### src/rtl/alu_arb_pkg.sv
// Shared types and constants for the two-requester ALU arbiter.
package alu_arb_pkg;

  localparam int unsigned N_REQ  = 2;
  localparam int unsigned DATA_W = 32;
  localparam int unsigned OP_W   = 5;
  localparam int unsigned FLAG_W = 3;
  localparam int unsigned CNT_W  = 4;

  // rsp_flags bit positions
  localparam int unsigned FLAG_NE  = 2;
  localparam int unsigned FLAG_LT  = 1;
  localparam int unsigned FLAG_OVF = 0;

  // ALU opcodes (passed through unchecked by the arbiter)
  localparam logic [OP_W-1:0] OP_ADD = 5'b00000;
  localparam logic [OP_W-1:0] OP_SUB = 5'b00001;
  localparam logic [OP_W-1:0] OP_AND = 5'b00010;
  localparam logic [OP_W-1:0] OP_OR  = 5'b00011;
  localparam logic [OP_W-1:0] OP_SLL = 5'b00100;
  localparam logic [OP_W-1:0] OP_SRA = 5'b00101;

  typedef enum logic [1:0] {
    IDLE = 2'd0,
    EXEC = 2'd1,
    RESP = 2'd2
  } state_t;

  // One operation as presented to the shared ALU
  typedef struct packed {
    logic [DATA_W-1:0] operand_a;
    logic [DATA_W-1:0] operand_b;
    logic [OP_W-1:0]   opcode;
    logic [OP_W-1:0]   shiftamt;
  } alu_req_t;

endpackage

### src/rtl/alu_arbiter_if.sv
// Requester-side request/response bundle for alu_arbiter.
interface alu_arbiter_if;
  import alu_arb_pkg::*;

  logic [N_REQ-1:0]        req_valid;
  logic [N_REQ-1:0]        req_ready;
  logic [N_REQ*DATA_W-1:0] req_operandA;
  logic [N_REQ*DATA_W-1:0] req_operandB;
  logic [N_REQ*OP_W-1:0]   req_opcode;
  logic [N_REQ*OP_W-1:0]   req_shiftamt;
  logic [N_REQ-1:0]        rsp_valid;
  logic [N_REQ-1:0]        rsp_ready;
  logic [DATA_W-1:0]       rsp_result;
  logic [FLAG_W-1:0]       rsp_flags;

  modport master (
    output req_valid, req_operandA, req_operandB, req_opcode, req_shiftamt, rsp_ready,
    input  req_ready, rsp_valid, rsp_result, rsp_flags
  );

  modport slave (
    input  req_valid, req_operandA, req_operandB, req_opcode, req_shiftamt, rsp_ready,
    output req_ready, rsp_valid, rsp_result, rsp_flags
  );

endinterface

### src/rtl/arb2_select.sv
// Two-way arbiter: one-hot grant; pointer names the requester that wins a tie.
module arb2_select (
  input  logic [1:0] valid,
  input  logic       pointer,
  output logic [1:0] grant
);

  // Single requester wins outright; on a tie the pointer decides.
  always_comb begin
    grant = 2'b00;
    if (valid == 2'b11) begin
      grant = pointer ? 2'b10 : 2'b01;
    end else begin
      grant = valid;
    end
  end

endmodule

### src/rtl/alu_arbiter.sv
// Shares one ALU between two requesters: IDLE -> EXEC -> RESP.
// Optional feature: define ALU_ARB_RR_EN for round-robin arbitration,
// otherwise requester 0 has fixed priority.
module alu_arbiter
  import alu_arb_pkg::*;
#(
  parameter int unsigned EXEC_CYCLES = 1
) (
  input  logic              clk,
  input  logic              rst_n,
  alu_arbiter_if.slave      bus,
  output logic [DATA_W-1:0] alu_operandA,
  output logic [DATA_W-1:0] alu_operandB,
  output logic [OP_W-1:0]   alu_opcode,
  output logic [OP_W-1:0]   alu_shiftamt,
  input  logic [DATA_W-1:0] alu_result,
  input  logic              alu_isNotEqual,
  input  logic              alu_isLessThan,
  input  logic              alu_overflow,
  output logic              busy
);

  localparam logic [CNT_W-1:0] CNT_LOAD = CNT_W'(EXEC_CYCLES - 1);

  state_t             state;
  logic               accept_en;
  logic               gnt_idx;
  logic [CNT_W-1:0]   cnt;
  logic               settle;
  alu_req_t           op_q;
  alu_req_t           op_sel;
  logic [N_REQ-1:0]   sel;
  logic               ptr;
  logic               hs;
  logic [N_REQ-1:0]   rsp_valid_q;
  logic [DATA_W-1:0]  rsp_result_q;
  logic [FLAG_W-1:0]  rsp_flags_q;
  logic               busy_q;

  arb2_select u_arb (
    .valid   (bus.req_valid),
    .pointer (ptr),
    .grant   (sel)
  );

`ifdef ALU_ARB_RR_EN
  logic rr_ptr;

  // Round-robin pointer: the requester not granted last has priority next.
  always_ff @(posedge clk or negedge rst_n) begin
    if (!rst_n) begin
      rr_ptr <= 1'b0;
    end else if (hs) begin
      rr_ptr <= ~sel[1];
    end
  end

  assign ptr = rr_ptr;
`else
  assign ptr = 1'b0;
`endif

  // accept_en is low in reset and everywhere outside IDLE, so ready never leaks.
  assign bus.req_ready = accept_en ? sel : '0;
  assign hs            = |(bus.req_valid & bus.req_ready);

  // Pick the granted requester's packed fields.
  always_comb begin
    op_sel           = '0;
    op_sel.operand_a = sel[1] ? bus.req_operandA[2*DATA_W-1:DATA_W] : bus.req_operandA[DATA_W-1:0];
    op_sel.operand_b = sel[1] ? bus.req_operandB[2*DATA_W-1:DATA_W] : bus.req_operandB[DATA_W-1:0];
    op_sel.opcode    = sel[1] ? bus.req_opcode[2*OP_W-1:OP_W]       : bus.req_opcode[OP_W-1:0];
    op_sel.shiftamt  = sel[1] ? bus.req_shiftamt[2*OP_W-1:OP_W]     : bus.req_shiftamt[OP_W-1:0];
  end

  // Main FSM. The first EXEC cycle lets the ALU see the freshly registered
  // operands; the counter then holds them for EXEC_CYCLES before capture.
  always_ff @(posedge clk or negedge rst_n) begin
    if (!rst_n) begin
      state        <= IDLE;
      accept_en    <= 1'b0;
      gnt_idx      <= 1'b0;
      cnt          <= '0;
      settle       <= 1'b0;
      op_q         <= '0;
      rsp_valid_q  <= '0;
      rsp_result_q <= '0;
      rsp_flags_q  <= '0;
      busy_q       <= 1'b0;
    end else begin
      case (state)
        IDLE: begin
          accept_en <= 1'b1;
          if (hs) begin
            op_q      <= op_sel;
            gnt_idx   <= sel[1];
            cnt       <= CNT_LOAD;
            settle    <= 1'b1;
            accept_en <= 1'b0;
            busy_q    <= 1'b1;
            state     <= EXEC;
          end
        end
        EXEC: begin
          if (settle) begin
            settle <= 1'b0;
          end else if (cnt == '0) begin
            rsp_result_q           <= alu_result;
            rsp_flags_q[FLAG_NE]   <= alu_isNotEqual;
            rsp_flags_q[FLAG_LT]   <= alu_isLessThan;
            rsp_flags_q[FLAG_OVF]  <= alu_overflow;
            rsp_valid_q            <= gnt_idx ? 2'b10 : 2'b01;
            state                  <= RESP;
          end else begin
            cnt <= cnt - CNT_W'(1);
          end
        end
        RESP: begin
          if (bus.rsp_ready[gnt_idx]) begin
            rsp_valid_q <= '0;
            busy_q      <= 1'b0;
            accept_en   <= 1'b1;
            state       <= IDLE;
          end
        end
        default: begin
          state <= IDLE;
        end
      endcase
    end
  end

  assign alu_operandA   = op_q.operand_a;
  assign alu_operandB   = op_q.operand_b;
  assign alu_opcode     = op_q.opcode;
  assign alu_shiftamt   = op_q.shiftamt;
  assign bus.rsp_valid  = rsp_valid_q;
  assign bus.rsp_result = rsp_result_q;
  assign bus.rsp_flags  = rsp_flags_q;
  assign busy           = busy_q;

endmodule

### src/flat_wrapper.sv
// flat-port wrapper written by rule: the top's interface ports become plain ports
module alu_arbiter_flat import alu_arb_pkg::*;
#(
  parameter int unsigned EXEC_CYCLES = 1
)
  (clk, rst_n, alu_operandA, alu_operandB, alu_opcode, alu_shiftamt, alu_result, alu_isNotEqual, alu_isLessThan, alu_overflow, busy, bus_req_valid, bus_req_operandA, bus_req_operandB, bus_req_opcode, bus_req_shiftamt, bus_rsp_ready, bus_req_ready, bus_rsp_valid, bus_rsp_result, bus_rsp_flags);
  alu_arbiter_if bus_i ();
  input  logic clk;
  input  logic rst_n;
  output logic [DATA_W-1:0] alu_operandA;
  output logic [DATA_W-1:0] alu_operandB;
  output logic [OP_W-1:0] alu_opcode;
  output logic [OP_W-1:0] alu_shiftamt;
  input  logic [DATA_W-1:0] alu_result;
  input  logic alu_isNotEqual;
  input  logic alu_isLessThan;
  input  logic alu_overflow;
  output logic busy;
  input wire logic [$bits(bus_i.req_valid)-1:0] bus_req_valid;
  input wire logic [$bits(bus_i.req_operandA)-1:0] bus_req_operandA;
  input wire logic [$bits(bus_i.req_operandB)-1:0] bus_req_operandB;
  input wire logic [$bits(bus_i.req_opcode)-1:0] bus_req_opcode;
  input wire logic [$bits(bus_i.req_shiftamt)-1:0] bus_req_shiftamt;
  input wire logic [$bits(bus_i.rsp_ready)-1:0] bus_rsp_ready;
  output wire logic [$bits(bus_i.req_ready)-1:0] bus_req_ready;
  output wire logic [$bits(bus_i.rsp_valid)-1:0] bus_rsp_valid;
  output wire logic [$bits(bus_i.rsp_result)-1:0] bus_rsp_result;
  output wire logic [$bits(bus_i.rsp_flags)-1:0] bus_rsp_flags;
  assign bus_i.req_valid = bus_req_valid;
  assign bus_i.req_operandA = bus_req_operandA;
  assign bus_i.req_operandB = bus_req_operandB;
  assign bus_i.req_opcode = bus_req_opcode;
  assign bus_i.req_shiftamt = bus_req_shiftamt;
  assign bus_i.rsp_ready = bus_rsp_ready;
  assign bus_req_ready = bus_i.req_ready;
  assign bus_rsp_valid = bus_i.rsp_valid;
  assign bus_rsp_result = bus_i.rsp_result;
  assign bus_rsp_flags = bus_i.rsp_flags;
  alu_arbiter #(.EXEC_CYCLES(EXEC_CYCLES)) u_core (.clk(clk), .rst_n(rst_n), .bus(bus_i), .alu_operandA(alu_operandA), .alu_operandB(alu_operandB), .alu_opcode(alu_opcode), .alu_shiftamt(alu_shiftamt), .alu_result(alu_result), .alu_isNotEqual(alu_isNotEqual), .alu_isLessThan(alu_isLessThan), .alu_overflow(alu_overflow), .busy(busy));
endmodule
### config.mk
export PLATFORM = sky130hd
export DESIGN_NAME = alu_arbiter_flat
export DESIGN_NICKNAME = d
export VERILOG_FILES = /design/src/rtl/alu_arb_pkg.sv /design/src/rtl/alu_arbiter_if.sv /design/src/rtl/arb2_select.sv /design/src/rtl/alu_arbiter.sv /design/src/flat_wrapper.sv
export SDC_FILE = /design/constraint.sdc
export NUM_CORES = 1
export LEC_CHECK = 0
export BUFFER_PORTS_ARGS = -buffer_cell sky130_fd_sc_hd__buf_2
export CAP_MARGIN = 20
export CORE_ASPECT_RATIO = 0.9
export CORE_MARGIN = 3
export CORE_UTILIZATION = 40
export DETAILED_ROUTE_END_ITERATION = 16
export GPL_ROUTABILITY_DRIVEN = 1
export PLACE_DENSITY_LB_ADDON = 0.25
export SYNTH_ARGS = -nofsm -noshare
export SYNTH_HDL_FRONTEND = slang
export SYNTH_SLANG_ARGS = --single-unit
### constraint.sdc
create_clock -name clk -period 1.91 [get_ports clk]
set_input_delay 0.191 -clock clk [delete_from_list [all_inputs] [get_ports clk]]
set_output_delay 0.191 -clock clk [all_outputs]
set_load 0.1 [all_outputs]
-- Word-level counts from Yosys, hierarchy flattened
Cells that the tools add are included.
- register bits after elaboration: 121
- latch bits: 0
- memory bits (writable): 0
- ROM bits: 0
- input port bits: 189
- output and inout bits: 114
- word-level logic and storage cells: 67
- memories: 0
- $add $sub $neg: 1
- $mul: 0
- divide/modulo/power cells: 0
- order comparisons: 1
- equal/unequal tests: 8
- shift operators: 0
- muxes and demuxes: 28
- bitwise operators: 2
- reductions and logical operators: 14
- operator list (cell ; number):
    32-bit two-way mux ; 2
    2-bit two-way mux ; 9
    4-bit two-way mux ; 3
    4-bit AND reduction ; 3
    5-bit two-way mux ; 2
    4-bit one-hot mux with 2 select lines ; 1
    1-bit two-way mux ; 6
    2-bit by 1-bit != test with 1-bit output (second input constant) ; 3
    1-bit one-hot mux with 2 select lines ; 3
    2-bit one-hot mux with 3 select lines ; 1
    2-bit AND reduction ; 3
    3-bit AND reduction ; 2
    2-bit nonzero test ; 3
    2-bit equality test (second input constant) ; 2
    4-bit logical NOT ; 1
    2-bit != test (second input constant) ; 2
    2-bit one-hot mux with 2 select lines ; 1
    4-bit by 1-bit subtractor with 4-bit output (second input constant) ; 1
    2-bit bitwise AND ; 1
    2-bit by 1-bit equality test with 1-bit output (second input constant) ; 1
    2-bit logical NOT ; 1
    1-bit by 2-bit < comparator with 1-bit output (second input constant) ; 1
    2-bit OR reduction ; 1
    1-bit NOT ; 1

-- Longest topological paths before layout
Gate-level depths: netlist of the first run.
- depth in word-level cells: 7
- depth in mapped cells: 8
- depth with buffers taken out: 6

-- Modules after synthesis
Synthesis of the first run repeated with hierarchy kept, for this count alone.
- cell total of the unflattened synthesis: 382
- area total of the unflattened synthesis: 5607.9 sq um
- by module, submodules not included (module ; instances ; cells an instance ; area each (sq um) ; seq. area each (sq um)):
    alu_arbiter ; 1 ; 379 ; 5589.1 ; 3027.9
    arb2_select ; 1 ; 3 ; 18.8 ; 0.0

-- Worst setup path after synthesis of the first run
Ideal clock, no wire load.
- path type: input to output
- from: in bus_req_valid[0]
- to: out bus_req_ready[1]
- data arrival time: 2.022 ns
- data required time: 1.719 ns
- setup slack: -0.303 ns
- stages on the path: 5
- path buffers: 3
- cell sequence: nand2b_1 > clkbuf_1 > buf_4 > buf_4 > nor2_1
- cells in the longest elaborated chain, start to end: 3
- ends and longest elaborated chain (element ; RTL line ; text):
    from (decl) ; flat_wrapper.sv:19 ; input wire logic [$bits(bus_i.req_valid)-1:0] bus_req_valid;
    2-bit equality test ; arb2_select.sv:11 ; if (valid == 2'b11) begin
    2-bit two-way mux ; arb2_select.sv:11 ;
    2-bit two-way mux ; alu_arbiter.sv:64 ; assign bus.req_ready = accept_en ? sel : '0;
    to (decl) ; flat_wrapper.sv:25 ; output wire logic [$bits(bus_i.req_ready)-1:0] bus_req_ready;
No other way between the ends.

-- Final worst setup path of the first run
- from: reg u_core.cnt[0]
- to: reg u_core.rsp_result_q[26], in the netlist u_core.bus.rsp_result[26]
- cells in the longest elaborated chain, start to end: 2
- ends and longest elaborated chain (element ; RTL line ; text):
    from (decl) ; alu_arbiter.sv:28 ; logic [CNT_W-1:0] cnt;
    from (signal assigned) ; alu_arbiter.sv:115 ; cnt <= cnt - CNT_W'(1);
    4-bit logical NOT ; alu_arbiter.sv:107 ; end else if (cnt == '0) begin
    3-bit AND reduction (no line) ; n/a ;
    to (signal assigned) ; alu_arbiter.sv:108 ; rsp_result_q <= alu_result;
    to (decl) ; alu_arbiter.sv:36 ; logic [DATA_W-1:0] rsp_result_q;
No other way between the ends.
A chain may end at the register's enable or synchronous reset.

==> impl_metrics.tcl, run 1 <==
set metrics [dict create \
    status "complete, no violations" \
    report.final.setup_viol 0 \
    post-route-min-period_ns 1.69 \
    cts.sinks 121 \
    drtIter0Drc 159 \
    cts_max_level 4 \
    grt_pass1_wl_um 22600 \
    avgRoutedWirePerCell_um 15.3 \
    setup_tns_ns 0 \
    synth_nets 647 \
    synth-seq-cells 121 \
    synth_warnings 0 \
    grt_busiest_layer "met2" \
    clock-skew-final_ns 0.00630 \
    dieHeight_um 115 \
    synth.avg_cell_area_um2 11.7 \
    final.fill_count 1129 \
    clk_pin_slew_ns 0.05 \
    cts_resized 0 \
    synth_ff_type "dfrtp_1" \
    worstPathCellList "inv_1, ha_1, nor4b_4, nand2_1, buf_12, mux2_4" \
    worst_pin_slew_ns 0.627 \
    critPathMaxStageDelay_ns 0.39 \
    detail_route.drc_violations 0 \
    via_per_inst 4.73 \
    start_util_pct 41.4 \
    die-area_um2 14700 \
    crit_arrival_ns 1.98 \
    dpl.hpwl_um 10900 \
    critPathLaunchType "register" \
    maxCapViolCount 0 \
    syn_to_final_growth_pct 43.9 \
    critPathRequiredTime_ns 2.20 \
    fin_cells 943 \
    fmax_ghz 0.590 \
    most-common-layout-cells "buf_2, dfrtp_1, nand2_1, o21ai_0, mux2i_1" \
    numCtsBuffers 17 \
    post-cts-setup-buffers 0 \
    layout_commonest_cell "buf_2" \
    relSlewSlack_pct 58.2 \
    hold_viol 0 \
    final-max-slew-violation-count 0 \
    netlist-cell-type-count 29 \
    place.gp.congestion 0.753 \
    synth-seq-area-share_pct 57.0 \
    finalWirelength_um 14400 \
    syn_area_um2 5310 \
    final_layout_size_suffix_gt1_share_pct 49.1 \
    hp-class "input pin to register" \
    final_util_pct 59.6 \
    core_um2 12800 \
    synth_top_area_share_pct 57.0 \
    fp-row-count 39 \
    grt_use_met3_pct 8.59 \
    dp_cells 901 \
    root_buffer "clkbuf_16" \
    met2_usage_pct 34.7 \
    die_width_um 127 \
    worst_skew_pair.late_latency_ns 0.41 \
    critPathKind "register to register" \
    grt_pass1_vias 4515 \
    clockBufferDepth 2 \
    num_vias 4465 \
    rsz0062_at_grt "false" \
    critical_path.startpoint "u_core.cnt[0]" \
    io_buffers 302 \
    antenna_found_initial 0 \
    regToRegSetupSlack_ns 0.22 \
    drt-pass1-iter-count 4 \
    cts_tree "yes" \
    synth_edf_count 0 \
    io-pin-count 303 \
    period_share_pct 88.7 \
    grt_max_degree 119 \
    gr-total-overflow 0 \
    use_met1_pct 21.7 \
    synthArstFlopShare_pct 100 \
    grt_use_total_pct 19.8 \
    yosysTopAreaCell "dfrtp_1" \
    critical-path-slowest-cell "dfrtp_1" \
    antenna_left 0 \
    finalNetCount 958 \
    r2r_start "u_core.cnt[0]" \
    synthCells 456 \
    holdCritStartpoint "alu_result[21]" \
    worstPathMaxFanout 39 \
    endpoint_kind "register" \
    synthTopCellsByArea "dfrtp_1, mux2i_1, o21ai_0, mux2_2, nand2_1" \
]
-- flip-flops by register name, summed over array words and instances (netlist names) --
register / cells
u_core.alu_shiftamt: 5
u_core.alu_operandA: 32
u_core.accept_en: 1
u_core.busy: 1
u_core.alu_opcode: 5
u_core.bus.rsp_result: 32
u_core.bus.rsp_flags: 3
u_core.cnt: 4
u_core.bus.rsp_valid: 2
u_core.gnt_idx: 1
u_core.state: 2
u_core.alu_operandB: 32
u_core.settle: 1
-- per-layer routing --
| layer | part of all wire [%] | wire [um] |
|---|---|---|
| met1 | 37 | 5340 |
| met2 | 52 | 7460 |
| met3 | 9.6 | 1380 |
| met4 | 1.7 | 252 |
| met5 | 0 | 0 |
-- Yosys cell counts (2+ instances only) --
cell type  count
mux2_2        30
a21oi_1        2
inv_1          3
o21ai_1        3
nand2_1       80
dfrtp_1      121
nand2b_1       3
o21ai_0       78
and3_1         2
buf_4          7
ha_1           2
nor2_1         4
nand3_1        5
clkbuf_1       9
mux2_4         6
mux2i_1       75
or3_1          2
buf_2         13
-- stage by stage --
step | area (um^2) | setup WS (ns) | hold WS (ns)
detailed placement | 7010 | 0.211 | -0.00422
floorplan | 5320 | 0.166 | -0.105
global route | 7640 | 0.102 | 0.00155
finish | 7650 | 0.215 | 0.0188
CTS | 7610 | 0.202 | 0.000149
global placement | 7010 | 0.280 | -0.00645
-- kinds of logic (layout without fill, tap and decap cells) --
logic type / after synthesis / after routing / synth area share [%]
flops: 121 / 121 / 57.0
mux: 111 / 111 / 22.2
simple gates: 102 / 102 / 8.46
compound gates: 87 / 87 / 8.62
buf+inv: 33 / 355 / 3.27
fa+ha+maj: 2 / 2 / 0.471
other cells: 0 / 1 / 0
-- path summary, 6_finish.rpt --
| path | end | cells after the start |
|---|---|---|
| max in group asynchronous | u_core.alu_operandA[22] | 3 |
| worst max register to register | u_core.bus.rsp_result[26] | 6 |
| worst min-delay path | u_core.bus.rsp_result[21] | 2 |
| worst min register to register | u_core.busy | 2 |
| worst max-delay path | u_core.bus.rsp_result[26] | 6 |
| min in group asynchronous | u_core.bus.rsp_result[24] | 2 |
-- worst max-delay path: cells and delay by family (launching register included) --
kind | cells | cell delay, ns
simple gates | 2 | 0.38
fa+ha+maj | 1 | 0.19
flops | 1 | 0.39
mux | 1 | 0.31
buf+inv | 2 | 0.31
-- what timing repair did --
item | 4_1_cts | 5_1_grt
hold buffers | 8 | 3
endpoints found under the setup margin | 0 | 0
endpoints found under the hold margin | 128 | 3
-- area by class of cell --
| type | instances | area (um^2) | share of cell area [%] |
|---|---|---|---|
| Inverter | 3 | 11.3 | 0.147 |
| Antenna cell | 1 | 2.50 | 0.0327 |
| Tap cell | 164 | 205 | 2.68 |
| Sequential cell | 121 | 3030 | 39.6 |
| Clock buffer | 20 | 447 | 5.84 |
| Multi-Input combinational cell | 302 | 2130 | 27.9 |
| Clock inverter | 10 | 80.1 | 1.05 |
| Timing Repair Buffer | 322 | 1740 | 22.8 |
Power of run 1 is not shown: default switching activity piles up to over one toggle a cycle in this logic, so the estimate is an artifact.
==> run 2, diff against run 1 <==
- CORE_ASPECT_RATIO: 0.9 -> unset
- MAX_ROUTING_LAYER: unset -> met4
==> impl_metrics.tcl, run 2 (synthesis gave the netlist of run 1 again) <==
set metrics [dict create \
    antennaDiodeCount 0 \
    start_util_pct 41.4 \
    wl_met2_um 6900 \
    holdCritStartpoint "alu_result[26]" \
    hold_viol 0 \
    finalNetCount 946 \
    grt_pass1_wl_um 22100 \
    worst_pin_slew_ns 0.632 \
    grt_max_degree 122 \
    num_vias 4425 \
    r2r_start "u_core.cnt[0]" \
    critical_path.startpoint "u_core.cnt[0]" \
    post-route-min-period_ns 1.74 \
    cts_tree "yes" \
    post-cts-setup-buffers 0 \
    grt_pass1_vias 4556 \
    most-common-layout-cells "buf_2, dfrtp_1, nand2_1, o21ai_0, mux2i_1" \
    numCtsBuffers 17 \
    critPathLaunchType "register" \
    detail_route.drc_violations 0 \
    rsz0062_at_grt "false" \
    place.gp.congestion 0.791 \
    root_buffer "clkbuf_16" \
    critPathKind "register to register" \
    path_buf_inv 2 \
    cts.sinks 121 \
    maxUsedRoutingLayer "met4" \
    io-pin-count 303 \
    clockBufferDepth 2 \
    gr-total-overflow 0 \
    status "complete, no violations" \
    finalWirelength_um 14100 \
    final-max-slew-violation-count 0 \
    maxCapViolCount 0 \
    fp-row-count 41 \
    grt_use_total_pct 19.9 \
    final_layout_size_suffix_gt1_share_pct 49.9 \
    clk_pin_slew_ns 0.06 \
    dpl.hpwl_um 10700 \
    met1Wirelength_um 5700 \
    drtIter0Drc 214 \
    clock-skew-final_ns 0.0128 \
    hold_end "u_core.bus.rsp_result[26]" \
    avgRoutedWirePerCell_um 15.0 \
    hp-class "input pin to register" \
    ctsHoldBuffers 1 \
    hold_ws_ns 0.0198 \
    via_per_inst 4.71 \
    cts_resized 0 \
    cts_max_level 4 \
    layout_commonest_cell "buf_2" \
    fmax_ghz 0.573 \
    final_area_um2 7620 \
    regToRegSetupSlack_ns 0.17 \
    worstPathMaxFanout 39 \
    min_path_cells 2 \
    report.final.setup_viol 0 \
    crit_arrival_ns 2.03 \
    pre_cts_ws_ns 0.171 \
    io_buffers 302 \
    rr_endpoint "u_core.bus.rsp_result[25]" \
    period_share_pct 91.3 \
    relSlewSlack_pct 57.9 \
    placed_area_um2 7020 \
    ff2ff_path_depth 6 \
    drt-pass1-iter-count 4 \
    critPathRequiredTime_ns 2.20 \
    core_um2 12800 \
    critPathTopFamily "simple AND/OR/NAND/NOR gates" \
    setup_slack_ns 0.166 \
    worstPathCellList "inv_1, ha_1, nor4b_4, nand2_1, buf_12, mux2_4" \
    die-area_um2 14700 \
    wl_met3_um 1280 \
    dieHeight_um 121 \
    worst_skew_pair.late_latency_ns 0.40 \
    endpoint_kind "register" \
    antenna_found_initial 0 \
    antenna_left 0 \
    syn_to_final_growth_pct 43.4 \
    setup_tns_ns 0 \
    critical-path-slowest-cell "dfrtp_1" \
    die_width_um 121 \
    critPathMaxStageDelay_ns 0.39 \
]
-- run 2: area by class of cell --
| cell class | instances | area [um^2] |
|---|---|---|
| Clock buffer | 21 | 470 |
| Clock inverter | 11 | 121 |
| Fill cell | 1118 | 5210 |
| Inverter | 3 | 11.3 |
| Multi-Input combinational cell | 302 | 2130 |
| Sequential cell | 121 | 3030 |
| Tap cell | 172 | 215 |
| Timing Repair Buffer | 310 | 1640 |
-- run 2: through the flow --
stage               util (%)  cells
floorplan                  -    456
detailed placement      54.7    907
CTS                     59.4    940
global route            59.4    940
finish                  59.4    940
global placement        54.7    907
-- run 2: worst max-delay path by stage --
stage	end	slack (ns)	cells past startpoint
after CTS	u_core.bus.rsp_result[25]	0.16	6
after global placement	u_core.bus.rsp_result[22]	0.28	6
after detailed placement	u_core.bus.rsp_result[25]	0.17	6
final	u_core.bus.rsp_result[25]	0.17	6
after global routing	u_core.bus.rsp_result[25]	0.11	6
after floorplan	bus_req_ready[1]	0.17	5
-- run 2: layer usage --
layer  vias to the layer above  track usage (%)
met4                         0             6.37
met3                        18             6.11
met5                         -                -
met1                      2027             23.4
li1                       2178                -
met2                       202             32.9
Power of run 2 is left out for the same reason.
